**src/rtl/smpl_iter.sv**
```systemverilog
// Sample iterator: latches a triangle + bbox, walks the box on the sub-sample grid in raster order, SAMPLES lanes per cycle.
// Latency: first batch one cycle after accept; halt_R14H freezes the visible batch, halt_R13H is high while a box is walked.
module smpl_iter #(
   parameter int SIGFIG  = 24,
   parameter int RADIX   = 10,
   parameter int VERTS   = 3,
   parameter int AXIS    = 3,
   parameter int COLORS  = 3,
   parameter int SAMPLES = 2
) (
   input  logic                                   clk,
   input  logic                                   rst,
   input  logic [VERTS-1:0][AXIS-1:0][SIGFIG-1:0] tri_R13S,
   input  logic [COLORS-1:0][SIGFIG-1:0]          color_R13U,
   input  logic [1:0][1:0][SIGFIG-1:0]            box_R13S,
   input  logic                                   validTri_R13H,
   input  logic [3:0]                             subSample_RnnnnU,
   input  logic                                   halt_R14H,
   output logic                                   halt_R13H,
   output logic [VERTS-1:0][AXIS-1:0][SIGFIG-1:0] tri_R14S,
   output logic [COLORS-1:0][SIGFIG-1:0]          color_R14U,
   output logic [SAMPLES-1:0][1:0][SIGFIG-1:0]    sample_R14S,
   output logic [SAMPLES-1:0]                     validSamp_R14H
);
   localparam int W = SIGFIG + 1;
   localparam logic signed [W-1:0] C_SAMP = W'(SAMPLES);

   typedef enum logic {ST_WAIT, ST_TEST} state_t;

   state_t                                 r_state;
   logic [SIGFIG-1:0]                      r_cur_x, r_cur_y, r_step;
   logic [SIGFIG-1:0]                      r_llx, r_urx, r_ury;
   logic [VERTS-1:0][AXIS-1:0][SIGFIG-1:0] r_tri;
   logic [COLORS-1:0][SIGFIG-1:0]          r_color;
   logic [SAMPLES-1:0][1:0][SIGFIG-1:0]    r_sample;
   logic [SAMPLES-1:0]                     r_vld;

   logic [SIGFIG-1:0]   w_in_step, w_stp;
   logic signed [W-1:0] w_nx, w_ny, w_base_x, w_base_y, w_urx;
   logic signed [W-1:0] w_lane_x [SAMPLES];
   logic [SAMPLES-1:0]  w_lane_v;
   logic                w_row_ok, w_col_ok, w_in_ok;

   // One extra bit keeps grid arithmetic near the max code from wrapping.
   function automatic logic signed [W-1:0] sx(input logic [SIGFIG-1:0] v);
      return {v[SIGFIG-1], v};
   endfunction

   always_comb begin
      case (subSample_RnnnnU)
         4'b0100: w_in_step = SIGFIG'(1) << (RADIX - 1);
         4'b0010: w_in_step = SIGFIG'(1) << (RADIX - 2);
         4'b0001: w_in_step = SIGFIG'(1) << (RADIX - 3);
         default: w_in_step = SIGFIG'(1) << RADIX;
      endcase
   end

   // Base of the batch to load next: the box origin on accept, otherwise the next raster position.
   always_comb begin
      w_nx     = sx(r_cur_x) + C_SAMP * sx(r_step);
      w_ny     = sx(r_cur_y) + sx(r_step);
      w_row_ok = w_nx <= sx(r_urx);
      w_col_ok = w_ny <= sx(r_ury);
      w_in_ok  = (sx(box_R13S[0][0]) <= sx(box_R13S[1][0])) &&
                 (sx(box_R13S[0][1]) <= sx(box_R13S[1][1]));
      if (r_state == ST_WAIT) begin
         w_base_x = sx(box_R13S[0][0]);
         w_base_y = sx(box_R13S[0][1]);
         w_stp    = w_in_step;
         w_urx    = sx(box_R13S[1][0]);
      end else if (w_row_ok) begin
         w_base_x = w_nx;
         w_base_y = sx(r_cur_y);
         w_stp    = r_step;
         w_urx    = sx(r_urx);
      end else begin
         w_base_x = sx(r_llx);
         w_base_y = w_ny;
         w_stp    = r_step;
         w_urx    = sx(r_urx);
      end
      for (int i = 0; i < SAMPLES; i++) begin
         w_lane_x[i] = w_base_x + $signed(W'(i)) * sx(w_stp);
         w_lane_v[i] = w_lane_x[i] <= w_urx;
      end
   end

   always_ff @(posedge clk or negedge rst) begin
      if (!rst) begin
         r_state  <= ST_WAIT;
         r_cur_x  <= '0;
         r_cur_y  <= '0;
         r_step   <= SIGFIG'(1) << RADIX;
         r_llx    <= '0;
         r_urx    <= '0;
         r_ury    <= '0;
         r_tri    <= '0;
         r_color  <= '0;
         r_sample <= '0;
         r_vld    <= '0;
      end else begin
         case (r_state)
            ST_WAIT: begin
               if (validTri_R13H) begin
                  r_llx  <= box_R13S[0][0];
                  r_urx  <= box_R13S[1][0];
                  r_ury  <= box_R13S[1][1];
                  r_step <= w_in_step;
                  if (w_in_ok) begin
                     r_tri   <= tri_R13S;
                     r_color <= color_R13U;
                     r_cur_x <= w_base_x[SIGFIG-1:0];
                     r_cur_y <= w_base_y[SIGFIG-1:0];
                     for (int i = 0; i < SAMPLES; i++) begin
                        r_sample[i][0] <= w_lane_x[i][SIGFIG-1:0];
                        r_sample[i][1] <= w_base_y[SIGFIG-1:0];
                     end
                     r_vld   <= w_lane_v;
                     r_state <= ST_TEST;
                  end
               end
            end
            ST_TEST: begin
               if (!halt_R14H) begin
                  if (w_row_ok || w_col_ok) begin
                     r_cur_x <= w_base_x[SIGFIG-1:0];
                     r_cur_y <= w_base_y[SIGFIG-1:0];
                     for (int i = 0; i < SAMPLES; i++) begin
                        r_sample[i][0] <= w_lane_x[i][SIGFIG-1:0];
                        r_sample[i][1] <= w_base_y[SIGFIG-1:0];
                     end
                     r_vld <= w_lane_v;
                  end else begin
                     r_vld   <= '0;
                     r_state <= ST_WAIT;
                  end
               end
            end
            default: r_state <= ST_WAIT;
         endcase
      end
   end

   assign halt_R13H      = (r_state == ST_TEST);
   assign tri_R14S       = r_tri;
   assign color_R14U     = r_color;
   assign sample_R14S    = r_sample;
   assign validSamp_R14H = r_vld;
endmodule

```
**config.mk**
```make
export PLATFORM = sky130hd
export DESIGN_NAME = smpl_iter
export DESIGN_NICKNAME = d
export VERILOG_FILES = /design/src/rtl/smpl_iter.sv
export SDC_FILE = /design/constraint.sdc
export NUM_CORES = 1
export LEC_CHECK = 0
export ABC_CLOCK_PERIOD_IN_PS = 6900
export BUFFER_PORTS_ARGS = -buffer_cell sky130_fd_sc_hd__buf_4
export CAP_MARGIN = 20
export CORE_AREA = 2 2 302 304
export CTS_CLUSTER_SIZE = 20
export DETAILED_ROUTE_END_ITERATION = 10
export DIE_AREA = 0 0 304 306
export GPL_TIMING_DRIVEN = 0
export SLEW_MARGIN = 20
export SYNTH_ARGS = -nofsm -noshare
export SYNTH_HDL_FRONTEND = slang
export SYNTH_SLANG_ARGS = --single-unit
```
**constraint.sdc**
```tcl
create_clock -name clk -period 6.9 [get_ports clk]
set_input_delay 0.345 -clock clk [delete_from_list [all_inputs] [get_ports clk]]
set_output_delay 0.345 -clock clk [all_outputs]
set_load 0.01 [all_outputs]
```
**After elaboration in Yosys (flattened, before gate mapping)**

Cells that the tools add are included.
Widths: inputs -> output; s select.

- Word-level logic and storage cells: 79
- Bits in registers: 518

- Order comparisons: 6
- Mux-type cells: 32
- Equality and inequality tests: 7
- Bitwise logic cells: 1
- Reductions and logical operators: 6
- $add $sub $neg: 3

Operators with widths:

| cell | number |
|---|---|
| $mux 96 | 4 |
| $mux 24 | 10 |
| $pmux 96 s2 | 1 |
| $pmux 24 s2 | 2 |
| $mux 25 | 3 |
| $le 25x24->1 | 2 |
| $le 25x25->1 | 2 |
| $le 24x24->1 | 2 |
| $pmux 11 s3 | 1 |
| $add 24x12->25 | 1 |
| $add 24x13->25 | 1 |
| $add 25x24->25 | 1 |
| $mux 11 | 1 |
| $mux 2 | 4 |
| $ne 2x2->1 const B | 3 |
| $reduce_and 3->1 | 2 |
| $eq 4x1->1 const B | 1 |
| $eq 4x2->1 const B | 1 |
| $eq 4x3->1 const B | 1 |
| $mux 1 | 4 |
| $pmux 2 s2 | 1 |
| $reduce_and 4->1 | 1 |
| $ne 2x1->1 const B | 1 |
| $pmux 1 s2 | 1 |
| 4 further kinds | 4 |

**Logic depth before layout (Yosys ltp)**

Gate-level depths: netlist of the first run.

- Word-level depth: 9
- Gate-level depth with buffers: 36

**Least setup slack after synthesis of the first run**

No wires, ideal clock.

- Kind: reg-to-reg
- Start: register r_cur_x[8]
- End: register r_vld[1], in the netlist validSamp_R14H[1]
- Setup time: 80 ps
- Data required time: 6820 ps
- Stages on the path, launching flop included: 36
- Setup slack: -390 ps
- Data arrival time: 7210 ps
- Buffers on the path: 1
- Cell sequence: dfrtp_1 > ha_1 > fa_1 > a21o_1 > a21oi_1 > nor3_1 > xor2_1 > ha_1 > nand4_2 > or3_4 > o41ai_4 > a31oi_2 > nor2_1 > clkbuf_1 > nand2_1 > a31oi_1 > ha_1 > a21o_1 > a21oi_1 > nor2b_1 > nor2_1 > a2111oi_4 > o2111ai_2 > nor3_1 > xnor2_1 > ha_1 > a21o_1 > a21o_1 > a21oi_1 > nor2b_1 > o21ai_0 > nand2b_1 > a211oi_1 > o21ai_0 > a31oi_1 > o21bai_1

RTL lines:

| item | RTL line | text |
|---|---|---|
| start, declared | 31 | `logic [SIGFIG-1:0] r_cur_x, r_cur_y, r_step;` |
| start signal, assigned | 112 | `r_cur_x <= w_base_x[SIGFIG-1:0];` |
| start signal, assigned | 126 | `r_cur_x <= w_base_x[SIGFIG-1:0];` |
| end signal, assigned | 118 | `r_vld <= w_lane_v;` |
| end signal, assigned | 132 | `r_vld <= w_lane_v;` |
| end, declared | 36 | `logic [SAMPLES-1:0] r_vld;` |

==> results of run 1 <==
-- cell usage in the layout (no fill, tap or decap), drive strengths merged, types with 11 or more instances in the layout --
cell and instances:
nor2 58, nand2 124, xor2 21, nand4 27, buf 913, bufinv 11
mux2i 40, dlygate4sd3 356, clkbuf 104, a31oi 16, o21ai 95, dfrtp 431
nand3 22, ha 153, mux2 356, nor2b 12, clkinv 12, a21oi 60
xnor2 23, inv 130, a21o 37
-- cells in the mapped netlist, types with 5 or more instances --
master    count
dfrtp_1     431
mux2_2      355
ha_1        153
inv_1       126
nand2_1     124
o21ai_0      91
a21oi_1      60
nor2_1       56
mux2i_1      40
a21o_1       37
buf_2        35
buf_4        31
clkbuf_1     29
nand4_1      26
xnor2_1      23
nand3_1      21
xor2_1       21
a31oi_1      14
nor2b_1      12
and3_1        9
o21a_1        9
nor3_1        8
a211oi_1      7
nand3b_1      7
nor4_1        7
o211ai_1      7
nand2b_1      5
-- timing repair --
item | CTS | global route
hold buffers | 356 | 0
gates resized for setup | 72 | 16
pin swaps | 56 | 29
buffers inserted | 50 | 11
endpoints found under the hold margin | 448 | 0
endpoints found under the setup margin | 12 | 1
-- cells by family after synthesis --
family / after synthesis / share of synthesized area [%]
adder cells (fa/ha/maj): 156 / 8.973
flip-flops: 432 / 49.14
AO/OA/AOI/OAI: 281 / 8.444
AND/OR/NAND/NOR: 307 / 7.040
buffers and inverters: 228 / 4.617
XOR/XNOR: 44 / 1.751
multiplexers: 396 / 20.04
-- routing by layer --
metal | up-vias | track usage (%) | share of wire [%]
li1 | 9071 | - | -
met1 | 9808 | 26.38 | 40
met2 | 732 | 35.26 | 45
met3 | 196 | 9.103 | 10
met4 | 14 | 9.337 | 4.6
met5 | - | 0 | 0.080
-- cell type report --
class | instances | area, um^2 | area share (%)
timing repair buffer | 1200 | 10010 | 27.77
tap | 1176 | 1471 | 4.081
buffer | 99 | 580.6 | 1.610
inverter | 129 | 484.2 | 1.343
sequential | 432 | 10820 | 30.00
antenna | 10 | 25.02 | 0.06941
multi-input combinational | 1184 | 10610 | 29.43
clock inverter | 28 | 490.5 | 1.360
clock buffer | 76 | 1565 | 4.341
-- worst max-delay path: cells and delay by family, from the launching register on --
family	cells	cell delay (ns)
fa+ha+maj	5	1.58
buf+inv	3	0.40
compound gates	16	2.98
simple gates	8	1.26
flops	1	0.41
xor+xnor	2	0.37
-- report_power, final --
part	leakage, uW	switching, uW	total (uW)	internal (uW)
Combinational	0.0109	4490	8630	4140
Clock	0.000992	1260	3260	2010
Sequential	0.00518	900	4640	3740
-- path summary, 6_finish.rpt --
path / end / slack [ns] / cells past startpoint
max in group asynchronous: r_step[7]$_DFFE_PN0P_ / 5.07 / 4
hold / removal: r_ury[19]$_DFFE_PN0P_ / 0.04 / 3
min in group asynchronous: tri_R14S[109]$_DFFE_PN0P_ / 0.33 / 2
setup reg to reg: validSamp_R14H[1]$_DFFE_PN0P_ / -0.20 / 34
setup / recovery: validSamp_R14H[1]$_DFFE_PN0P_ / -0.20 / 34
hold reg to reg: r_ury[8]$_DFFE_PN0P_ / 0.48 / 2
-- sequential cells by signal (all words and copies together), names as in the netlist --
name / cells
r_cur_x: 24
color_R14U: 72
r_urx: 24
sample_R14S: 17
tri_R14S: 216
r_cur_y: 24
r_llx: 24
r_ury: 24
halt_R13H: 1
r_step: 4
validSamp_R14H: 2
-- through the flow --
stage          total power, uW  setup slack, ns  utilization [%]  instance area (um^2)
2_1_floorplan             8306          0.02675                -                 22020
3_3_place_gp             12300           -2.008            32.74                 29340
3_5_place_dp             12400           -2.032            32.89                 29470
4_1_cts                  16500          -0.1317            40.04                 35870
5_1_grt                  17500          -0.5297            40.24                 36050
6_report                 16540          -0.1995            40.24                 36050
==> flow_summary.yaml, run 1 <==
power_and_ir_drop:
  powerDensity_nw_per_um2: 458.6
  leakagePower_uw: 0.01705
  irDropWorstVdd_v: 0.0002801
outcome:
  violations: "negative setup slack"
  status: "finished, violations left"
setup_path:
  crit_start: "r_cur_x[8]$_DFFE_PN0P_"
  crit_arrival_ns: 7.67
  start_kind: "flop"
  crit_fanout: 6
  worstPathRequired_ns: 7.47
  critPathCaptureType: "flop"
  cpMaxStageDelayCell: "dfrtp_1"
  cp_common_cell: "a21o_1"
  critPathKind: "flop to flop"
  slowest_delay_ns: 0.41
  r2r-start: "r_cur_x[8]$_DFFE_PN0P_"
synth:
  synth_area_leader_cell: "dfrtp_1"
  ys_seq_area_share_pct: 49.14
  postSynthCellCount: 1844
  ys_ff_latch: 432
  synth_area_leaders: "dfrtp_1, mux2_2, ha_1"
  ys.flop_type: "dfrtp_1"
  syn_avg_cell_area_um2: 11.93
  synth_edf_count: 0
  netlist-cell-type-count: 82
  async_flop_share_pct: 100.0
  yosysTopAreaCellShare_pct: 49.02
  yosysWarnings: 0
  syn_area_um2: 22000
  synth_nets: 2392
die:
  die_y_um: 306
  io_pins: 779
  die_x_um: 304
  initial_utilization_pct: 24.56
  core_area_um2: 89600
  die_area_um2: 93020
  rows: 110
clocking:
  cts_buffers: 55
  root_buffer: "clkbuf_16"
  clk_latency_ns: 0.65
  cts.reportedPaths.clkPinSlew_ns: 0.06
  htree_num_levels: 2
  cts.path.max_buffers: 3
  cts.sinks: 432
  cts_tree: "built"
place:
  dp_cells: 3803
  dp_hpwl_um: 84140
  globalplace.congestion: 0.8992
  port_buffers: 778
route:
  avgViaCountPerCell: 4.573
  drt_pass1_iterations: 5
  initialDrtViolationCount: 1113
  post_drt_wl_per_cell_um: 24.30
  drc: 0
  vias: 19821
  drt-total-wl_um: 105300
  ant_nets: 0
grt:
  grt_pass1_wl_um: 150400
  grt_use_total_pct: 22.17
  grt_max_degree: 94
  gr-total-overflow: 0
  grt_pass1_vias: 21076
  antenna_found_initial: 26
sta:
  fin_crit_sh_pct: 102.9
  setup_viol: 1
  whs_ns: 0.04404
  fin_crit_ns: 7.099
  clock.fmax_ghz: 0.1409
  slew_viol_final: 0
  tightestPinTransition_ns: 1.119
  hold_viol: 0
  rsz0062_at_grt: "true"
  final.setup.tns_ns: -0.1995
  finClkSkew_ns: 0.04212
  maxSlewHeadroom_pct: 25.38
  setup_ws_ns: -0.1995
cells_and_area:
  nets: 3649
  fillerInstances: 8507
  stdcell_count: 4334
  syn_to_final_growth_pct: 63.85
  layout-drive-gt1-share_pct: 46.09
job:
  maxCapViolCount: 0
worst_hold_path:
  worstHoldStart: "box_R13S[91]"
  hp-class: "primary input to flop"
Note: power is estimated with default switching activity, not from simulation.
==> inputs of run 2 (changes only) <==
--- a/config.mk
+++ b/config.mk
@@ -13,6 +13,8 @@
 export DETAILED_ROUTE_END_ITERATION = 10
 export DIE_AREA = 0 0 304 306
 export GPL_TIMING_DRIVEN = 0
+export PLACE_DENSITY_LB_ADDON = 0.15
+export REMOVE_ABC_BUFFERS = 1
 export SLEW_MARGIN = 20
 export SYNTH_ARGS = -nofsm -noshare
 export SYNTH_HDL_FRONTEND = slang
==> run 2 against run 1 <==
Net effect: largest power group unchanged; register-to-register slack got worse by 0.15 ns; clock-buffer cell count fell by 2; worst setup slack lost 0.15 ns; final area decreased by 0.85%; wire length down 14%; clock skew shrank 0.018 ns; sequential power about the same; largest cell class unchanged; the flow still finishes with violations (negative setup slack); non-clock buffer count fell by 107; die area is the same; flip-flop and latch count is the same; clock power fell by 6.1%; fmax down 2.0%.
==> flow_summary.yaml, run 2 (synthesis results as in run 1) <==
outcome:
  violations: "negative setup slack"
  status: "finished, violations left"
setup_path:
  critPathKind: "flop to flop"
  path_buf_inv: 4
  critical-path-top-delay-family: "simple AND/OR/NAND/NOR gates"
  cp_common_cell: "ha_4"
  slowest_delay_ns: 0.42
  crit_arrival_ns: 7.79
  crit_fanout: 6
  cpMaxStageDelayCell: "or3_4"
  worstPathRequired_ns: 7.44
  critPathCaptureType: "flop"
  start_kind: "flop"
sta:
  whs_ns: 0.04410
  tightestPinTransition_ns: 1.123
  setup_ws_ns: -0.3450
  maxSlewHeadroom_pct: 24.66
  fin_crit_ns: 7.245
  clock.fmax_ghz: 0.1380
  finClkSkew_ns: 0.02396
  rsz0062_at_grt: "true"
  fin_crit_sh_pct: 105.0
  slew_viol_final: 0
  hold_viol: 0
  setup_viol: 1
die:
  die_x_um: 304
  die_area_um2: 93020
  io_pins: 779
  initial_utilization_pct: 24.56
  rows: 110
  core_area_um2: 89600
  die_y_um: 306
power_and_ir_drop:
  p_clk_share_pct: 19.5
  power.share.switching_pct: 39.32
  pwr-share-seq_pct: 29.5
  p_sw_uw: 6181
  irDropWorstVdd_v: 0.0002436
  intPower_uw: 9540
  leakagePower_uw: 0.01670
  powerDensity_nw_per_um2: 439.8
  total_power_uw: 15720
  combPwrFrac_pct: 51.0
clocking:
  root_buffer: "clkbuf_16"
  cts_tree: "built"
  cts.sinks: 432
  htree_num_levels: 2
  clk_latency_ns: 0.63
  cts_buffers: 55
  cts.path.max_buffers: 3
  cts.reportedPaths.clkPinSlew_ns: 0.06
grt:
  antenna_found_initial: 35
  gr-total-overflow: 0
  grt_max_degree: 85
  grt_pass1_vias: 20319
  grt_use_total_pct: 19.18
  grt_pass1_wl_um: 134300
route:
  drc: 0
  drt_pass1_iterations: 5
  post_drt_wl_per_cell_um: 21.47
  drt-total-wl_um: 90760
  avgViaCountPerCell: 4.465
  ant_nets: 0
  initialDrtViolationCount: 707
  vias: 18874
cells_and_area:
  layout-drive-gt1-share_pct: 45.51
  mostFrequentLayoutCells: "buf_4, dfrtp_1, mux2_2, dlygate4sd3_1, ha_1"
  stdcell_count: 4227
  nets: 3542
  finish.instance_area_um2: 35750
  multi_input_area_um2: 10710
  syn_to_final_growth_pct: 62.45
  seqCellArea_um2: 10820
  final_common_cell: "buf_4"
  largest_reg_flops: 216
  finish.utilization_pct: 39.90
  fillerInstances: 8643
place:
  globalplace.congestion: 0.8647
  dp_cells: 3727
  dpl_cell_area_um2: 29520
  port_buffers: 778
  dp_hpwl_um: 72640
job:
  maxCapViolCount: 0
worst_hold_path:
  hp-class: "primary input to flop"
[run 2: cell types whose count changed in the layout (fill, tap and decap cells not counted), sizes merged]
cell           previous run  this run
clkdlybuf4s15             2         0
inv                     130       129
clkbuf                  104        74
bufinv                   11         6
clkinv                   12        18
diode                    10        12
buf                     913       844
dlygate4sd3             356       348
[run 2: what timing repair did]
item	CTS	global route
setup endpoints to repair	16	1
setup buffers	33	5
resized for setup	73	11
hold endpoints to repair	399	0
hold buffers	348	0
pin swaps	47	16
[run 2: cell type report]
cell class	count	area share (%)
Antenna cell	12	0.08401
Clock buffer	74	4.361
Clock inverter	28	0.9941
Inverter	129	1.355
Multi-Input combinational cell	1184	29.96
Sequential cell	432	30.26
Tap cell	1176	4.116
Timing Repair Buffer	1192	28.87
[run 2: metrics by stage]
| step | TNS [ns] | setup WS, ns |
|---|---|---|
| floorplan | -1765.95 | -5.926 |
| global placement | -4652.75 | -13.84 |
| detailed placement | -13.30 | -2.649 |
| CTS | -0.3730 | -0.3730 |
| global route | -0.6750 | -0.6750 |
| finish | -0.3450 | -0.3450 |
[run 2: tightest hold or removal path, cell delays in order]
cell and delay, ns:
buf_4 0.08, inv_1 0.05, o21ai_0 0.15
[run 2: final timing paths]
check | cells after the start | start | slack [ns] | endpoint
max in group asynchronous | 4 | rst | 5.44 | tri_R14S[66]$_DFFE_PN0P_
worst min register to register | 2 | r_ury[23]$_DFFE_PN0P_ | 0.48 | r_ury[23]$_DFFE_PN0P_
worst max register to register | 34 | r_step[7]$_DFFE_PN0P_ | -0.34 | validSamp_R14H[1]$_DFFE_PN0P_
min in group asynchronous | 2 | rst | 0.23 | r_ury[11]$_DFFE_PN0P_
worst max-delay path | 34 | r_step[7]$_DFFE_PN0P_ | -0.34 | validSamp_R14H[1]$_DFFE_PN0P_
worst min-delay path | 3 | box_R13S[83] | 0.04 | r_ury[11]$_DFFE_PN0P_
[run 2: metal layers]
layer	track usage [%]	share of wire, %	vias up	wire, um
met5	0	0.29	-	259
met4	7.821	4.4	40	4003
met3	4.998	6.2	184	5645
met2	33.03	49	573	44640
met1	22.69	40	9217	36210
li1	-	-	8860	-
[run 2: power by group through the flow]
stage / clock [uW] / sequential, uW / combinational (uW)
after floorplan: 0 / 5030 / 3170
after global placement: 0 / 4700 / 7280
after detailed placement: 0 / 4660 / 7340
after CTS: 3170 / 4650 / 8040
after global routing: 3270 / 4820 / 8630
final: 3060 / 4630 / 8020
==> inputs of run 3 (changes only) <==
--- a/config.mk
+++ b/config.mk
@@ -8,10 +8,10 @@
 export ABC_CLOCK_PERIOD_IN_PS = 6900
 export BUFFER_PORTS_ARGS = -buffer_cell sky130_fd_sc_hd__buf_4
 export CAP_MARGIN = 20
-export CORE_AREA = 2 2 302 304
+export CORE_AREA = 2 2 306 308
 export CTS_CLUSTER_SIZE = 20
 export DETAILED_ROUTE_END_ITERATION = 10
-export DIE_AREA = 0 0 304 306
+export DIE_AREA = 0 0 308 310
 export GPL_TIMING_DRIVEN = 0
 export PLACE_DENSITY_LB_ADDON = 0.15
 export REMOVE_ABC_BUFFERS = 1
==> run 3 against run 2 <==
Net effect: the run still ends with negative setup slack left; total power decreased by 0.66%; worst setup slack worse by 0.0054 ns; non-clock buffer count increased by 48; register-to-register slack about the same; worst hold slack better by 0.013 ns; via count increased by 1.7%; first-iteration DRC count up 10%.
==> flow_summary.yaml, run 3 (synthesis results as in run 1) <==
outcome:
  status: "finished, violations left"
  violations: "negative setup slack"
sta:
  hold_viol: 0
  whs_ns: 0.05732
  final.setup.tns_ns: -0.3504
  finClkSkew_ns: 0.02523
  fin_crit_ns: 7.250
  tightestPinTransition_ns: 1.044
  slew_viol_final: 0
  setup_viol: 1
  setup_ws_ns: -0.3504
  maxSlewHeadroom_pct: 29.95
  clock.fmax_ghz: 0.1379
  fin_crit_sh_pct: 105.1
  rsz0062_at_grt: "true"
setup_path:
  crit_arrival_ns: 7.82
  critPathCaptureType: "flop"
  worst_r2r_endpoint: "validSamp_R14H[1]$_DFFE_PN0P_"
  crit_fanout: 6
  r2r_slack_ns: -0.35
  critPathKind: "flop to flop"
  cp_common_cell: "a21o_1"
  r2r-start: "r_step[7]$_DFFE_PN0P_"
  worstPathRequired_ns: 7.47
  cpMaxStageDelayCell: "or3_4"
  r2r_cells: 37
  slowest_delay_ns: 0.43
  start_kind: "flop"
power_and_ir_drop:
  leakagePower_uw: 0.01683
  total_power_uw: 15620
  irDropWorstVdd_v: 0.0002513
  powerDensity_nw_per_um2: 433.5
cells_and_area:
  largest_reg_flops: 216
  final_common_cell: "buf_4"
  nets: 3590
  finish.instance_area_um2: 36030
  layout-drive-gt1-share_pct: 44.67
  mostFrequentLayoutCells: "buf_4, dfrtp_1, dlygate4sd3_1, mux2_2, ha_1"
  syn_to_final_growth_pct: 63.74
route:
  post_drt_wl_per_cell_um: 21.61
  initialDrtViolationCount: 780
  drc: 0
  vias: 19196
  avgViaCountPerCell: 4.465
  drt-total-wl_um: 92920
  drt_pass1_iterations: 5
  ant_nets: 0
die:
  io_pins: 779
  rows: 112
  initial_utilization_pct: 23.79
  die_y_um: 310
  core_area_um2: 92490
  die_area_um2: 95480
  die_x_um: 308
worst_hold_path:
  worstHoldStart: "box_R13S[64]"
  hp-class: "primary input to flop"
  hold_path_depth: 3
  worstHoldEndpoint: "r_urx[16]$_DFFE_PN0P_"
grt:
  grt_pass1_wl_um: 134900
  grt_pass1_vias: 20669
  antenna_found_initial: 39
  grt_max_degree: 92
  gr-total-overflow: 0
  grt_use_total_pct: 18.97
clocking:
  cts.sinks: 432
  cts.path.max_buffers: 3
  cts_tree: "built"
  htree_num_levels: 2
  cts.reportedPaths.clkPinSlew_ns: 0.06
  root_buffer: "clkbuf_16"
  cts_buffers: 55
  clk_latency_ns: 0.65
place:
  port_buffers: 778
  dpl_cell_area_um2: 29530
  dp_hpwl_um: 73570
  globalplace.congestion: 0.8578
job:
  maxCapViolCount: 0
[run 3: through the flow]
step	cells	worst slack, ns	util, %
4_1_cts	4282	-0.2636	38.89
3_5_place_dp	3748	-2.592	31.93
6_report	4299	-0.3504	38.96
2_1_floorplan	1745	-5.926	-
5_1_grt	4293	-0.6623	38.94
3_3_place_gp	3720	-13.81	31.15
[run 3: routing by layer]
layer | up-vias | wire [um] | track usage, %
met4 | 42 | 3113 | 6.614
met5 | - | 262 | 0
met2 | 578 | 47040 | 33.60
li1 | 8954 | - | -
met3 | 175 | 5471 | 4.740
met1 | 9447 | 37030 | 22.22
[run 3: how the worst max path moves through the flow]
stage | start | endpoint | slack (ns) | cells after the start
after floorplan | halt_R13H$_DFF_PN0_ | color_R14U[0]$_DFFE_PN0P_ | -5.93 | 5
after global placement | halt_R13H$_DFF_PN0_ | color_R14U[16]$_DFFE_PN0P_ | -13.81 | 5
after detailed placement | r_step[7]$_DFFE_PN0P_ | validSamp_R14H[1]$_DFFE_PN0P_ | -2.59 | 35
after CTS | r_step[7]$_DFFE_PN0P_ | validSamp_R14H[1]$_DFFE_PN0P_ | -0.26 | 35
after global routing | r_step[7]$_DFFE_PN0P_ | validSamp_R14H[1]$_DFFE_PN0P_ | -0.66 | 38
final | r_step[7]$_DFFE_PN0P_ | validSamp_R14H[1]$_DFFE_PN0P_ | -0.35 | 37
[run 3: timing repair]
| action | in CTS | in global routing |
|---|---|---|
| hold endpoints to repair | 544 | 0 |
| endpoints found under the setup margin | 15 | 1 |
| gates resized for setup | 72 | 2 |
| pin swaps | 57 | 12 |
| hold buffers | 381 | 0 |
| setup buffers | 51 | 2 |
[run 3: critical path: cells and delay by family, from the launching register on]
kind / cells / cell delay, ns
buffers and inverters: 3 / 0.37
XOR/XNOR: 2 / 0.42
AND/OR/NAND/NOR: 10 / 1.59
flip-flops: 1 / 0.39
AO/OA/AOI/OAI: 17 / 3.06
adder cells (fa/ha/maj): 5 / 1.29
[run 3: power by group]
group	total, uW	switching [uW]	leakage [uW]	internal [uW]
Clock	2930	1230	0.000873	1700
Combinational	8070	4060	0.0108	4010
Sequential	4620	871	0.00518	3750
Total	15600	6160	0.0168	9460
[run 3: layout make-up]
cell class / count / area, um^2
Tap cell: 1197 / 1498
Multi-Input combinational cell: 1184 / 10640
Fill cell: 9027 / 56460
Sequential cell: 432 / 10820
Clock buffer: 86 / 1594
Inverter: 129 / 484.2
Antenna cell: 15 / 37.54
Clock inverter: 16 / 200.2
Timing Repair Buffer: 1240 / 10760
